<file path="config.mk">
export PLATFORM = sky130hd
export DESIGN_NAME = load_store_unit_flat
export DESIGN_NICKNAME = d
export VERILOG_FILES = /design/src/rtl/load_store_unit_if.sv /design/src/rtl/load_store_unit.sv /design/src/flat_wrapper.sv
export SDC_FILE = /design/constraint.sdc
export NUM_CORES = 1
export LEC_CHECK = 0
export CORE_ASPECT_RATIO = 2
export CORE_MARGIN = 3
export CORE_UTILIZATION = 38
export DETAILED_ROUTE_END_ITERATION = 6
export PLACE_DENSITY = 0.88
export RECOVER_POWER = 50
export SLEW_MARGIN = 20
export SYNTH_ARGS = -nofsm -noshare
export SYNTH_HDL_FRONTEND = slang
export SYNTH_SLANG_ARGS = --single-unit
export TNS_END_PERCENT = 10
</file>
<file path="constraint.sdc">
create_clock -name clk -period 2 [get_ports clk]
set_clock_uncertainty 0.15 [all_clocks]
set_input_delay 0.4 -clock clk [delete_from_list [all_inputs] [get_ports clk]]
set_output_delay 0.4 -clock clk [all_outputs]
set_load 0.02 [all_outputs]
</file>
<file path="src/rtl/load_store_unit_if.sv">
// Request, response and data-memory signals of the load/store unit.
// The master modport is the load/store unit; the slave modport is its environment.
interface load_store_unit_if;
    logic        reqValid;
    logic        reqReady;
    logic [3:0]  reqOp;
    logic [31:0] reqAddress;
    logic [31:0] reqStoreData;
    logic [4:0]  reqDest;

    logic        rspValid;
    logic        rspReady;
    logic [31:0] rspData;
    logic [4:0]  rspDest;
    logic        rspWriteEnable;
    logic        rspAddressError;

    logic [31:0] memAddress;
    logic [31:0] memData;
    logic [2:0]  memWriteMode;
    logic [2:0]  memReadMode;
    logic        memUnsignedLoad;
    logic [31:0] memReadData;

    // Handshake: a transfer happens on a rising clk edge where valid and ready
    // are both high; valid holds its payload stable until that edge.
    modport master (
        input  reqValid, reqOp, reqAddress, reqStoreData, reqDest, rspReady, memReadData,
        output reqReady, rspValid, rspData, rspDest, rspWriteEnable, rspAddressError,
        output memAddress, memData, memWriteMode, memReadMode, memUnsignedLoad
    );

    modport slave (
        output reqValid, reqOp, reqAddress, reqStoreData, reqDest, rspReady, memReadData,
        input  reqReady, rspValid, rspData, rspDest, rspWriteEnable, rspAddressError,
        input  memAddress, memData, memWriteMode, memReadMode, memUnsignedLoad
    );
endinterface

</file>
<file path="src/rtl/load_store_unit.sv">
// Data-memory initiator: one load/store at a time, alignment check, LWL/LWR
// merge with the old rt value, and a valid/ready response channel.
module load_store_unit (
    input  logic                 clk,
    input  logic                 rst,
    load_store_unit_if.master    bus,
    output logic [1:0]           debugState
);

    typedef enum logic [1:0] {IDLE = 2'd0, ACCESS = 2'd1, RESPOND = 2'd2} state_t;

    localparam logic [2:0] MODE_NONE = 3'd0;

    state_t      state, state_next;
    logic [3:0]  op_q;
    logic [31:0] addr_q;
    logic [31:0] data_q;
    logic [4:0]  dest_q;
    logic        err_q;

    function automatic logic is_load(input logic [3:0] op);
        return op <= 4'd6;
    endfunction

    function automatic logic is_store(input logic [3:0] op);
        return (op >= 4'd8) && (op <= 4'd12);
    endfunction

    // Both loads (0..6) and stores (8..12) map onto BYTE..WORDRIGHT by their low bits.
    function automatic logic [2:0] mode_of(input logic [3:0] op);
        logic [2:0] m;
        m = MODE_NONE;
        if (is_load(op)) begin
            case (op[2:0])
                3'd0, 3'd1: m = 3'd1;
                3'd2, 3'd3: m = 3'd2;
                3'd4:       m = 3'd3;
                3'd5:       m = 3'd4;
                3'd6:       m = 3'd5;
                default:    m = MODE_NONE;
            endcase
        end else if (is_store(op)) begin
            m = op[2:0] + 3'd1;
        end
        return m;
    endfunction

    function automatic logic misaligned(input logic [3:0] op, input logic [31:0] addr);
        logic half_op, word_op;
        half_op = (op == 4'd2) || (op == 4'd3) || (op == 4'd9);
        word_op = (op == 4'd4) || (op == 4'd10);
        return (half_op && addr[0]) || (word_op && (addr[1:0] != 2'b00));
    endfunction

    logic        active;
    logic [5:0]  lwl_shift;
    logic [31:0] lwl_mask;
    logic [31:0] lwr_mask;
    logic [31:0] load_result;

    assign active = (state == ACCESS) && !err_q && (is_load(op_q) || is_store(op_q));

    // LWL keeps the low 8*(3-k) bits of rt, LWR keeps the high 8*k bits.
    assign lwl_shift = 6'd8 + {1'b0, addr_q[1:0], 3'b000};
    assign lwl_mask  = 32'hFFFF_FFFF >> lwl_shift;
    assign lwr_mask  = ~(32'hFFFF_FFFF >> {addr_q[1:0], 3'b000});

    always_comb begin
        load_result = bus.memReadData;
        if (op_q == 4'd5) load_result = bus.memReadData | (data_q & lwl_mask);
        if (op_q == 4'd6) load_result = bus.memReadData | (data_q & lwr_mask);
    end

    always_ff @(posedge clk) begin
        if (rst) begin
            state               <= IDLE;
            op_q                <= 4'd0;
            addr_q              <= 32'd0;
            data_q              <= 32'd0;
            dest_q              <= 5'd0;
            err_q               <= 1'b0;
            bus.rspData         <= 32'd0;
            bus.rspDest         <= 5'd0;
            bus.rspWriteEnable  <= 1'b0;
            bus.rspAddressError <= 1'b0;
        end else begin
            state <= state_next;
            if (state == IDLE && bus.reqValid) begin
                op_q   <= bus.reqOp;
                addr_q <= bus.reqAddress;
                data_q <= bus.reqStoreData;
                dest_q <= bus.reqDest;
                err_q  <= misaligned(bus.reqOp, bus.reqAddress);
            end
            if (state == ACCESS) begin
                bus.rspData         <= (active && is_load(op_q)) ? load_result : 32'd0;
                bus.rspDest         <= dest_q;
                bus.rspWriteEnable  <= active && is_load(op_q);
                bus.rspAddressError <= err_q;
            end
        end
    end

    always_comb begin
        state_next = state;
        case (state)
            IDLE:    if (bus.reqValid) state_next = ACCESS;
            ACCESS:  state_next = RESPOND;
            RESPOND: if (bus.rspReady) state_next = IDLE;
            default: state_next = IDLE;
        endcase
    end

    always_comb begin
        bus.reqReady        = (state == IDLE);
        bus.rspValid        = (state == RESPOND);
        bus.memAddress      = 32'd0;
        bus.memData         = 32'd0;
        bus.memWriteMode    = MODE_NONE;
        bus.memReadMode     = MODE_NONE;
        bus.memUnsignedLoad = 1'b0;
        if (active) begin
            bus.memAddress = addr_q;
            if (is_load(op_q)) begin
                bus.memReadMode     = mode_of(op_q);
                bus.memUnsignedLoad = (op_q == 4'd1) || (op_q == 4'd3);
            end else begin
                bus.memWriteMode = mode_of(op_q);
                bus.memData      = data_q;
            end
        end
        // A reset edge must never coincide with a memory write.
        if (rst) bus.memWriteMode = MODE_NONE;
    end

    assign debugState = state;

endmodule

</file>
<file path="src/flat_wrapper.sv">
// flat-port wrapper written by rule: the top's interface ports become plain ports
module load_store_unit_flat 
  (clk, rst, debugState, bus_reqValid, bus_reqOp, bus_reqAddress, bus_reqStoreData, bus_reqDest, bus_rspReady, bus_memReadData, bus_reqReady, bus_rspValid, bus_rspData, bus_rspDest, bus_rspWriteEnable, bus_rspAddressError, bus_memAddress, bus_memData, bus_memWriteMode, bus_memReadMode, bus_memUnsignedLoad);
  load_store_unit_if bus_i ();
  input  logic clk;
  input  logic rst;
  output logic [1:0] debugState;
  input wire logic [$bits(bus_i.reqValid)-1:0] bus_reqValid;
  input wire logic [$bits(bus_i.reqOp)-1:0] bus_reqOp;
  input wire logic [$bits(bus_i.reqAddress)-1:0] bus_reqAddress;
  input wire logic [$bits(bus_i.reqStoreData)-1:0] bus_reqStoreData;
  input wire logic [$bits(bus_i.reqDest)-1:0] bus_reqDest;
  input wire logic [$bits(bus_i.rspReady)-1:0] bus_rspReady;
  input wire logic [$bits(bus_i.memReadData)-1:0] bus_memReadData;
  output wire logic [$bits(bus_i.reqReady)-1:0] bus_reqReady;
  output wire logic [$bits(bus_i.rspValid)-1:0] bus_rspValid;
  output wire logic [$bits(bus_i.rspData)-1:0] bus_rspData;
  output wire logic [$bits(bus_i.rspDest)-1:0] bus_rspDest;
  output wire logic [$bits(bus_i.rspWriteEnable)-1:0] bus_rspWriteEnable;
  output wire logic [$bits(bus_i.rspAddressError)-1:0] bus_rspAddressError;
  output wire logic [$bits(bus_i.memAddress)-1:0] bus_memAddress;
  output wire logic [$bits(bus_i.memData)-1:0] bus_memData;
  output wire logic [$bits(bus_i.memWriteMode)-1:0] bus_memWriteMode;
  output wire logic [$bits(bus_i.memReadMode)-1:0] bus_memReadMode;
  output wire logic [$bits(bus_i.memUnsignedLoad)-1:0] bus_memUnsignedLoad;
  assign bus_i.reqValid = bus_reqValid;
  assign bus_i.reqOp = bus_reqOp;
  assign bus_i.reqAddress = bus_reqAddress;
  assign bus_i.reqStoreData = bus_reqStoreData;
  assign bus_i.reqDest = bus_reqDest;
  assign bus_i.rspReady = bus_rspReady;
  assign bus_i.memReadData = bus_memReadData;
  assign bus_reqReady = bus_i.reqReady;
  assign bus_rspValid = bus_i.rspValid;
  assign bus_rspData = bus_i.rspData;
  assign bus_rspDest = bus_i.rspDest;
  assign bus_rspWriteEnable = bus_i.rspWriteEnable;
  assign bus_rspAddressError = bus_i.rspAddressError;
  assign bus_memAddress = bus_i.memAddress;
  assign bus_memData = bus_i.memData;
  assign bus_memWriteMode = bus_i.memWriteMode;
  assign bus_memReadMode = bus_i.memReadMode;
  assign bus_memUnsignedLoad = bus_i.memUnsignedLoad;
  load_store_unit u_core (.clk(clk), .rst(rst), .bus(bus_i), .debugState(debugState));
endmodule
</file>
After elaboration in Yosys (flattened, before gate mapping) --
Cells that the tools add are included.
Storage, ports and cells: register bits 115, bits in latches 0, memory bits (writable) 0, ROM bits 0, input bits 109, output and inout port bits 114, logic and storage cells 79, memories 0
Cells by class: add/sub/neg operators 2, multipliers 0, divide/modulo/power cells 0, magnitude comparators 3, equal/unequal tests 19, shift-type cells 2, mux-type cells 18, bitwise operators 5, reduce and logical (&&, ||, !) cells 20
Operator list (count):
- $mux 32 | 6
- $and 32x32->32 | 2
- $or 32x32->32 | 2
- $not 32->32 | 1
- $shr 32x5->32 const A | 1
- $shr 32x6->32 const A | 1
- $mux 3 | 6
- $pmux 3 s5 | 1
- $eq 4x2->1 const B | 3
- $eq 4x3->1 const B | 3
- $eq 3x3->1 const B | 3
- $eq 4x4->1 const B | 2
- $logic_and 1x1->1 | 7
- $add 4x5->6 const A | 1
- $eq 3x2->1 const B | 2
- $logic_or 1x1->1 | 6
- $pmux 2 s3 | 1
- $eq 4x1->1 const B | 1
- $ge 4x4->1 const B | 1
- $le 4x3->1 const B | 1
- $le 4x4->1 const B | 1
- $mux 2 | 2
- $ne 2x2->1 const B | 2
- $reduce_or 2->1 | 2
- other kinds (10) | 11

Depth between registers and ports, before layout --
Gate-level depths: netlist (run 1).
depth after elaboration 7, depth in mapped cells 7, depth with buffers taken out 6

Worst setup path after synthesis (run 1) --
No wires, ideal clock.
kind flip-flop to output port, start register u_core.state[1] (netlist: u_core.debugState[1]), end output port bus_memWriteMode[0], arrival time 1.643 ns, data required time 1.450 ns, path slack -0.193 ns, stages on the path, launching flop included 5, path buffers 1, cells stage by stage dfxtp_1 -> nand2b_1 -> buf_2 -> nor4b_4 -> nor3b_1
Between the ends: word-level cells in the longest chain between the ends 5
Ends and longest elaborated chain:
- start, declared | line load_store_unit.sv:14 | state_t state, state_next;
- start signal, assigned | line load_store_unit.sv:87 | state <= state_next;
- $eq 2x1->1 | line load_store_unit.sv:61 | assign active = (state == ACCESS) && !err_q && (is_load(op_q) || is_store(op_q));
- $logic_and 1x1->1 (2 in a row) | line load_store_unit.sv:61
- $mux 3 | line load_store_unit.sv:122 | if (active) begin
- $mux 3 | line load_store_unit.sv:133 | if (rst) bus.memWriteMode = MODE_NONE;
- end, declared | line flat_wrapper.sv:23 | output wire logic [$bits(bus_i.memWriteMode)-1:0] bus_memWriteMode;
Every way passes these cells.

Worst setup path in the final report (run 1) --
start register u_core.op_q[1], end output port bus_memData[28]
Between the ends: word-level cells in the longest chain between the ends 5, elaborated cells between the ends (all ways) 8, those cells by class order compare: 3; mux: 2; reduce/logical: 3
Ends and longest elaborated chain:
- start, declared | line load_store_unit.sv:15 | logic [3:0] op_q;
- start signal, assigned | line load_store_unit.sv:89 | op_q <= bus.reqOp;
- $ge 4x4->1 or $le 4x4->1 (tied branches) | line load_store_unit.sv:26 | return (op >= 4'd8) && (op <= 4'd12);
- $logic_and 1x1->1 | line load_store_unit.sv:26
- $logic_or 1x1->1 | line load_store_unit.sv:61
- $logic_and 1x1->1 | line load_store_unit.sv:61
- $mux 32 (*) | line load_store_unit.sv:122
- end, declared | line flat_wrapper.sv:22 | output wire logic [$bits(bus_i.memData)-1:0] bus_memData;
Every way passes the cells marked *; elsewhere a longest branch is shown, timed or not.

==> qor.yml, run 1 <==
via_per_inst: 5.116
hold_start: "rst"
grtUsageTotal_pct: 24.16
gp_congestion: 0.8244
drcViolationCount: 0
final_common_cell: "nand2_1"
routed_wl_um: 17450
endpoint_kind: "output pin"
dp_slack_ns: -0.5777
final_cell_mix: "178 x nand2_1, 141 x clkdlybuf4s50_1, 112 x dfxtp_1, 90 x a21oi_1, 66 x buf_6"
grt_pass1_vias: 5346
die_x_um: 86.28
startpoint: "u_core.op_q[1]"
avgSynthCellArea_sq_um: 8.150
row_count: 58
worst-slew-pin-transition_ns: 0.8170
drive_above_1_share_pct: 27.78
synth-edff-count: 0
synth_cells: 601
fin_crit_ns: 2.573
dr.pass1.iters: 5
rr_startpoint: "u_core.debugState[1]"
synth_top_family_by_area: "simple AND/OR/NAND/NOR gates"
failed_checks: "negative setup slack"
timing.fmax_ghz: 0.3887
root_buffer: "clkbuf_16"
diodes: 0
postCtsHoldBufs: 0
multi_input_area_sq_um: 2597
seqCellArea_sq_um: 2306
rr_worst_depth: 6
worstHoldPathCells: 2
top_layer_used: "met4"
final_max_slew_viol_count: 0
cts_tree: "built"
cp.arrival_ns: 2.02
via_count: 5188
worst_slack_ns: -0.5727
path_class: "reg2out"
fillers: 1022
worst-path-max-fanout: 4
ios: 223
synth_compound_area_share_pct: 16.99
muxShareOfSynthArea_pct: 0.2043
start_kind: "flop"
wire_per_inst_um: 17.21
synth_cell_types: 41
dp_hpwl_um: 12270
initial_utilization_pct: 38.79
antenna_found_initial: 0
synthAdderAreaFrac_pct: 1.022
peakVddDrop_mv: 0.5911
setup_viol: 74
grt_setup_unrepaired: "true"
synth_xor_area_share_pct: 0.1788
synthFlopType: "dfxtp_1"
cts.sinks: 115
outcome: "complete, but fails checks"
min_period_over_period_pct: 128.6
ant_nets: 0
die-area_sq_um: 14370
wl_met1_um: 5995
wl_met3_um: 816
wl_met2_um: 9605
grt_max_degree: 76
overflow: 0
clk_pin_slew_worst_paths_ns: 0.05
h-tree-depth: 4
finalNetCount: 964
regToRegSetupSlack_ns: -0.03
core_sq_um: 12630
netlist_area_sq_um: 4898
power.leakage_nw: 3.421
ys_seq_elements: 115
relSlewSlack_pct: 45.53
power_density_nw_per_um2: 764.3
synth_fp_nets: 714
hold_path_end: "u_core.data_q[31]"
area_growth_syn_to_layout_pct: 72.44
r2r_end: "u_core.addr_q[1]"
cts_buffer_depth: 2
timing.hold.ws_ns: 0.1433
fp.dieH_um: 166.6
worstPathRequired_ns: 1.45
io_buffers: 222
drtIter0Drc: 236
grt_pass1_wl_um: 27230
finalHoldViolCount: 0
fin_setup_tns_ns: -33.82
yosysSeqAreaShare_pct: 47.00
clk_latency_ns: 0.40
synth.yosys.warnings: 0
synth-simple-area-share_pct: 30.14
hold_class: "in2reg"
cap_violations: 0
fin_util_pct: 66.89
synthArstFlopShare_pct: 0
cts_made_buffers: 17
-- critical path, cell delays in order, from the launching register on --
cell and delay, ns:
dfxtp_2 0.32, inv_2 0.07, ha_4 0.15, nor2b_4 0.04, nor4b_4 0.23, buf_4 0.17
buf_6 0.10, buf_12 0.10, buf_12 0.10, buf_6 0.10, and2_4 0.13, buf_6 0.11
-- layer usage --
metal	GRT usage [%]	vias up
met5	0	-
met4	14.65	0
met3	5.297	65
li1	-	2509
met2	43.97	219
met1	24.12	2395
-- sequential cells by signal, summed over array words and instances, names as in the netlist --
register	count
u_core.addr_q	32
u_core.bus.rspData	32
u_core.data_q	32
u_core.bus.rspDest	5
u_core.dest_q	5
u_core.op_q	4
u_core.debugState	2
u_core.bus.rspAddressError	1
u_core.bus.rspWriteEnable	1
u_core.err_q	1
-- where the power goes --
| part | total, W | switching (W) | leakage (nW) | internal, W |
|---|---|---|---|---|
| combinational | 0.000964 | 0.000460 | 2.19 | 0.000504 |
| clock | 0.00297 | 0.00108 | 0.285 | 0.00189 |
| sequential | 0.00252 | 0.0000952 | 0.942 | 0.00243 |
| total | 0.00646 | 0.00163 | 3.42 | 0.00482 |
-- final cells by class --
class	count	share of cell area (%)
inverter	3	0.1333
tap	150	2.222
clock inverter	13	1.585
clock buffer	19	5.362
multi-input combinational	440	30.75
sequential	115	27.30
timing repair buffer	274	32.65
-- how the worst max path moves through the flow --
stage | cells after the start | endpoint | slack, ns
finish | 11 | bus_memData[28] | -0.57
global route | 11 | bus_memData[28] | -0.66
CTS | 10 | bus_memData[25] | -0.67
detailed placement | 8 | bus_memData[31] | -0.58
global placement | 8 | bus_memAddress[0] | -0.51
floorplan | 6 | bus_memAddress[1] | -0.04
-- Yosys cell counts (3+ instances only) --
library cell | number | area (sq um)
nor3b_1 | 4 | 30.03
ha_1 | 4 | 50.05
clkbuf_1 | 21 | 78.83
dfxtp_1 | 115 | 2302
buf_2 | 16 | 80.08
a211oi_1 | 8 | 60.06
a21oi_1 | 90 | 450.4
inv_1 | 3 | 11.26
nor2_1 | 8 | 30.03
nand2_1 | 179 | 671.9
and2_1 | 79 | 494.2
a221oi_1 | 8 | 70.07
a221o_1 | 16 | 160.2
nor2b_1 | 4 | 25.02
nand2b_1 | 4 | 25.02
o21ai_0 | 10 | 50.05
buf_6 | 3 | 33.78
-- cell families (layout without fill, tap and decap cells) --
| group | Yosys count | after routing |
|---|---|---|
| AND/OR/NAND/NOR | 298 | 298 |
| AO/OA/AOI/OAI | 136 | 136 |
| flip-flops | 115 | 115 |
| buffers and inverters | 46 | 309 |
| adder cells (fa/ha/maj) | 4 | 4 |
| XOR/XNOR | 1 | 1 |
| multiplexers | 1 | 1 |
-- stage by stage --
stage          cells  power [W]  cell area [sq um]
2_1_floorplan    601   0.002986               5007
3_3_place_gp     967   0.003472               7555
3_5_place_dp     967   0.003493               7555
4_1_cts         1009   0.006486               8322
5_1_grt         1014   0.006709               8447
6_report        1014   0.006456               8447
-- what timing repair did --
action                     in CTS  in global routing
setup endpoints to repair      78                 84
resized for setup             428                 45
pin swaps                      22                  7
cloned                          2                  1
buffers inserted                8                  4
No activity file was read; power rests on OpenSTA's default activity.
==> run 2: changes to the inputs <==
--- a/config.mk
+++ b/config.mk
@@ -5,11 +5,14 @@
 export SDC_FILE = /design/constraint.sdc
 export NUM_CORES = 1
 export LEC_CHECK = 0
+export CAP_MARGIN = 25
+export CELL_PAD_IN_SITES_DETAIL_PLACEMENT = 1
+export CELL_PAD_IN_SITES_GLOBAL_PLACEMENT = 2
 export CORE_ASPECT_RATIO = 2
 export CORE_MARGIN = 3
-export CORE_UTILIZATION = 38
+export CORE_UTILIZATION = 20
 export DETAILED_ROUTE_END_ITERATION = 6
-export PLACE_DENSITY = 0.88
+export PLACE_DENSITY = 0.86
 export RECOVER_POWER = 50
 export SLEW_MARGIN = 20
 export SYNTH_ARGS = -nofsm -noshare
==> run 2 against run 1 <==
Net effect:
- critical path depth down 3
- routed wire length up 19%
- fmax up 0.83%
- die area up 85%
- critical path type unchanged
- final area up 1.2%
- the run still ends with negative setup slack left
- largest power group unchanged
- sequential power about the same
==> qor.yml, run 2 (synthesis results as in run 1) <==
seqPwrFrac_pct: 39.5
path_buf_inv: 4
dp_hpwl_um: 15840
cp_cell_sequence: "inv_2, ha_4, nor2b_2, nor4b_4, buf_6, buf_8, and2_4, buf_6"
grt_setup_unrepaired: "true"
instances_no_fill: 1148
dr.pass1.iters: 4
peakVddDrop_mv: 0.4381
power.leakage_nw: 3.414
fp.dieH_um: 227.3
crit_path_max_incr_delay_ns: 0.34
antenna_found_initial: 0
postCtsHoldBufs: 0
setup_viol: 71
regToRegSetupSlack_ns: 0.07
via_count: 5139
dp.cells: 1112
drive_above_1_share_pct: 27.79
worstPathRequired_ns: 1.45
fin_area_sq_um: 8547
place_area_sq_um: 7771
cts_tree: "built"
cp_common_cell: "buf_6"
netSwitchingPower_w: 0.001620
rr_worst_depth: 8
ios: 223
grtUsageTotal_pct: 15.93
crit_family: "buffers and inverters"
failed_checks: "negative setup slack"
min_period_over_period_pct: 127.6
die_x_um: 116.7
core_sq_um: 24020
via_per_inst: 4.476
die-area_sq_um: 26520
fillers: 2802
io_buffers: 222
drtIter0Drc: 155
p_clk_share_pct: 45.3
fin_crit_ns: 2.552
hold_start: "u_core.addr_q[7]"
power_density_nw_per_um2: 747.6
clk_latency_ns: 0.42
worst-slew-pin-transition_ns: 0.6063
netSwitchingFraction_pct: 25.35
gp_congestion: 0.7725
relSlewSlack_pct: 59.58
clk_pin_slew_worst_paths_ns: 0.05
finalNetCount: 962
start_kind: "flop"
grt_pass1_vias: 5582
worst-path-max-fanout: 8
wire_per_inst_um: 18.16
crit_slowest_cell: "nor4b_4"
ant_nets: 0
worstHoldPathCells: 2
root_buffer: "clkbuf_16"
rr_startpoint: "u_core.op_q[1]"
final_cell_mix: "178 x nand2_1, 138 x clkdlybuf4s50_1, 111 x dfxtp_1, 90 x a21oi_1, 72 x buf_6"
finalHoldViolCount: 0
outcome: "complete, but fails checks"
r2r_end: "u_core.bus.rspData[3]"
path_class: "reg2out"
timing.fmax_ghz: 0.3919
routed_wl_um: 20850
cts.sinks: 115
reg_top3: "u_core.addr_q x32, u_core.bus.rspData x32, u_core.data_q x32"
grt_max_degree: 32
cts_made_buffers: 17
row_count: 80
intPower_w: 0.004770
drcViolationCount: 0
cp.arrival_ns: 2.00
worst_slack_ns: -0.5516
cts_buffer_depth: 2
final_max_slew_viol_count: 0
cap_violations: 0
area_growth_syn_to_layout_pct: 74.48
endpoint_kind: "output pin"
hold_path_end: "u_core.addr_q[7]"
grt_pass1_wl_um: 31350
initial_utilization_pct: 20.39
final_common_cell: "nand2_1"
overflow: 0
comb_power_share_pct: 15.2
fin_setup_tns_ns: -35.24
h-tree-depth: 4
hold_class: "reg2reg"
## run 2: routing by layer
layer | share of wire [%] | global-route usage, %
met3 | 3.8 | 3.405
met1 | 34 | 15.07
met2 | 57 | 30.69
met5 | 0 | 0
met4 | 4.7 | 8.889
## run 2: repair_timing
| item | 4_1_cts | 5_1_grt |
|---|---|---|
| gates resized for setup | 416 | 66 |
| buffers inserted | 3 | 2 |
| pin swaps | 6 | 23 |
| gates cloned | 1 | 0 |
| setup endpoints to repair | 81 | 92 |
## run 2: cell type report
| class | count | area, sq um | area share (%) |
|---|---|---|---|
| clock inverters | 5 | 50.05 | 0.5856 |
| clock buffers | 25 | 505.5 | 5.914 |
| multi-input cells | 440 | 2605 | 30.48 |
| inverters | 3 | 11.26 | 0.1318 |
| well taps | 287 | 359.1 | 4.201 |
| repair buffers | 272 | 2706 | 31.66 |
| diodes | 1 | 2.502 | 0.02928 |
| flip-flops and latches | 115 | 2307 | 26.99 |
## run 2: how the worst max path moves through the flow
stage	start	end	slack (ns)	cells past startpoint
floorplan	u_core.debugState[1]	bus_memAddress[1]	-0.04	6
global placement	u_core.op_q[0]	bus_memWriteMode[0]	-0.55	7
detailed placement	u_core.op_q[1]	bus_memData[3]	-0.62	8
CTS	u_core.op_q[1]	bus_memAddress[5]	-0.62	8
global route	u_core.op_q[1]	bus_memData[8]	-0.64	8
finish	u_core.op_q[1]	bus_memData[8]	-0.55	8
## run 2: stage by stage
| step | total power [W] | utilization (%) | hold WS [ns] | setup slack, ns |
|---|---|---|---|---|
| 3_3_place_gp | 0.003534 | 32.35 | 0.2849 | -0.5528 |
| 6_report | 0.006390 | 35.58 | 0.3034 | -0.5516 |
| 4_1_cts | 0.006514 | 35.01 | 0.3056 | -0.6200 |
| 5_1_grt | 0.006715 | 35.57 | 0.3155 | -0.6415 |
| 2_1_floorplan | 0.002986 | - | 0.2817 | -0.03688 |
| 3_5_place_dp | 0.003553 | 32.35 | 0.2961 | -0.6155 |
## run 2: worst min-delay path, stage by stage (launching register included)
cell and delay (ns):
dfxtp_1 0.30, nand2_1 0.05, a21oi_1 0.05
## run 2: power by group through the flow
stage / Combinational, W / Clock (W) / Sequential [W]
2_1_floorplan: 0.000403 / 0 / 0.00258
3_3_place_gp: 0.000971 / 0 / 0.00256
3_5_place_dp: 0.000984 / 0 / 0.00257
4_1_cts: 0.000994 / 0.00300 / 0.00252
5_1_grt: 0.00107 / 0.00310 / 0.00254
6_report: 0.000973 / 0.00289 / 0.00252
==> run 3: changes to the inputs <==
--- a/config.mk
+++ b/config.mk
@@ -14,7 +14,6 @@
 export DETAILED_ROUTE_END_ITERATION = 6
 export PLACE_DENSITY = 0.86
 export RECOVER_POWER = 50
-export SLEW_MARGIN = 20
 export SYNTH_ARGS = -nofsm -noshare
 export SYNTH_HDL_FRONTEND = slang
 export SYNTH_SLANG_ARGS = --single-unit
==> results of run 3 <==
Final layout, timing and power as in run 2 (identical DEF).
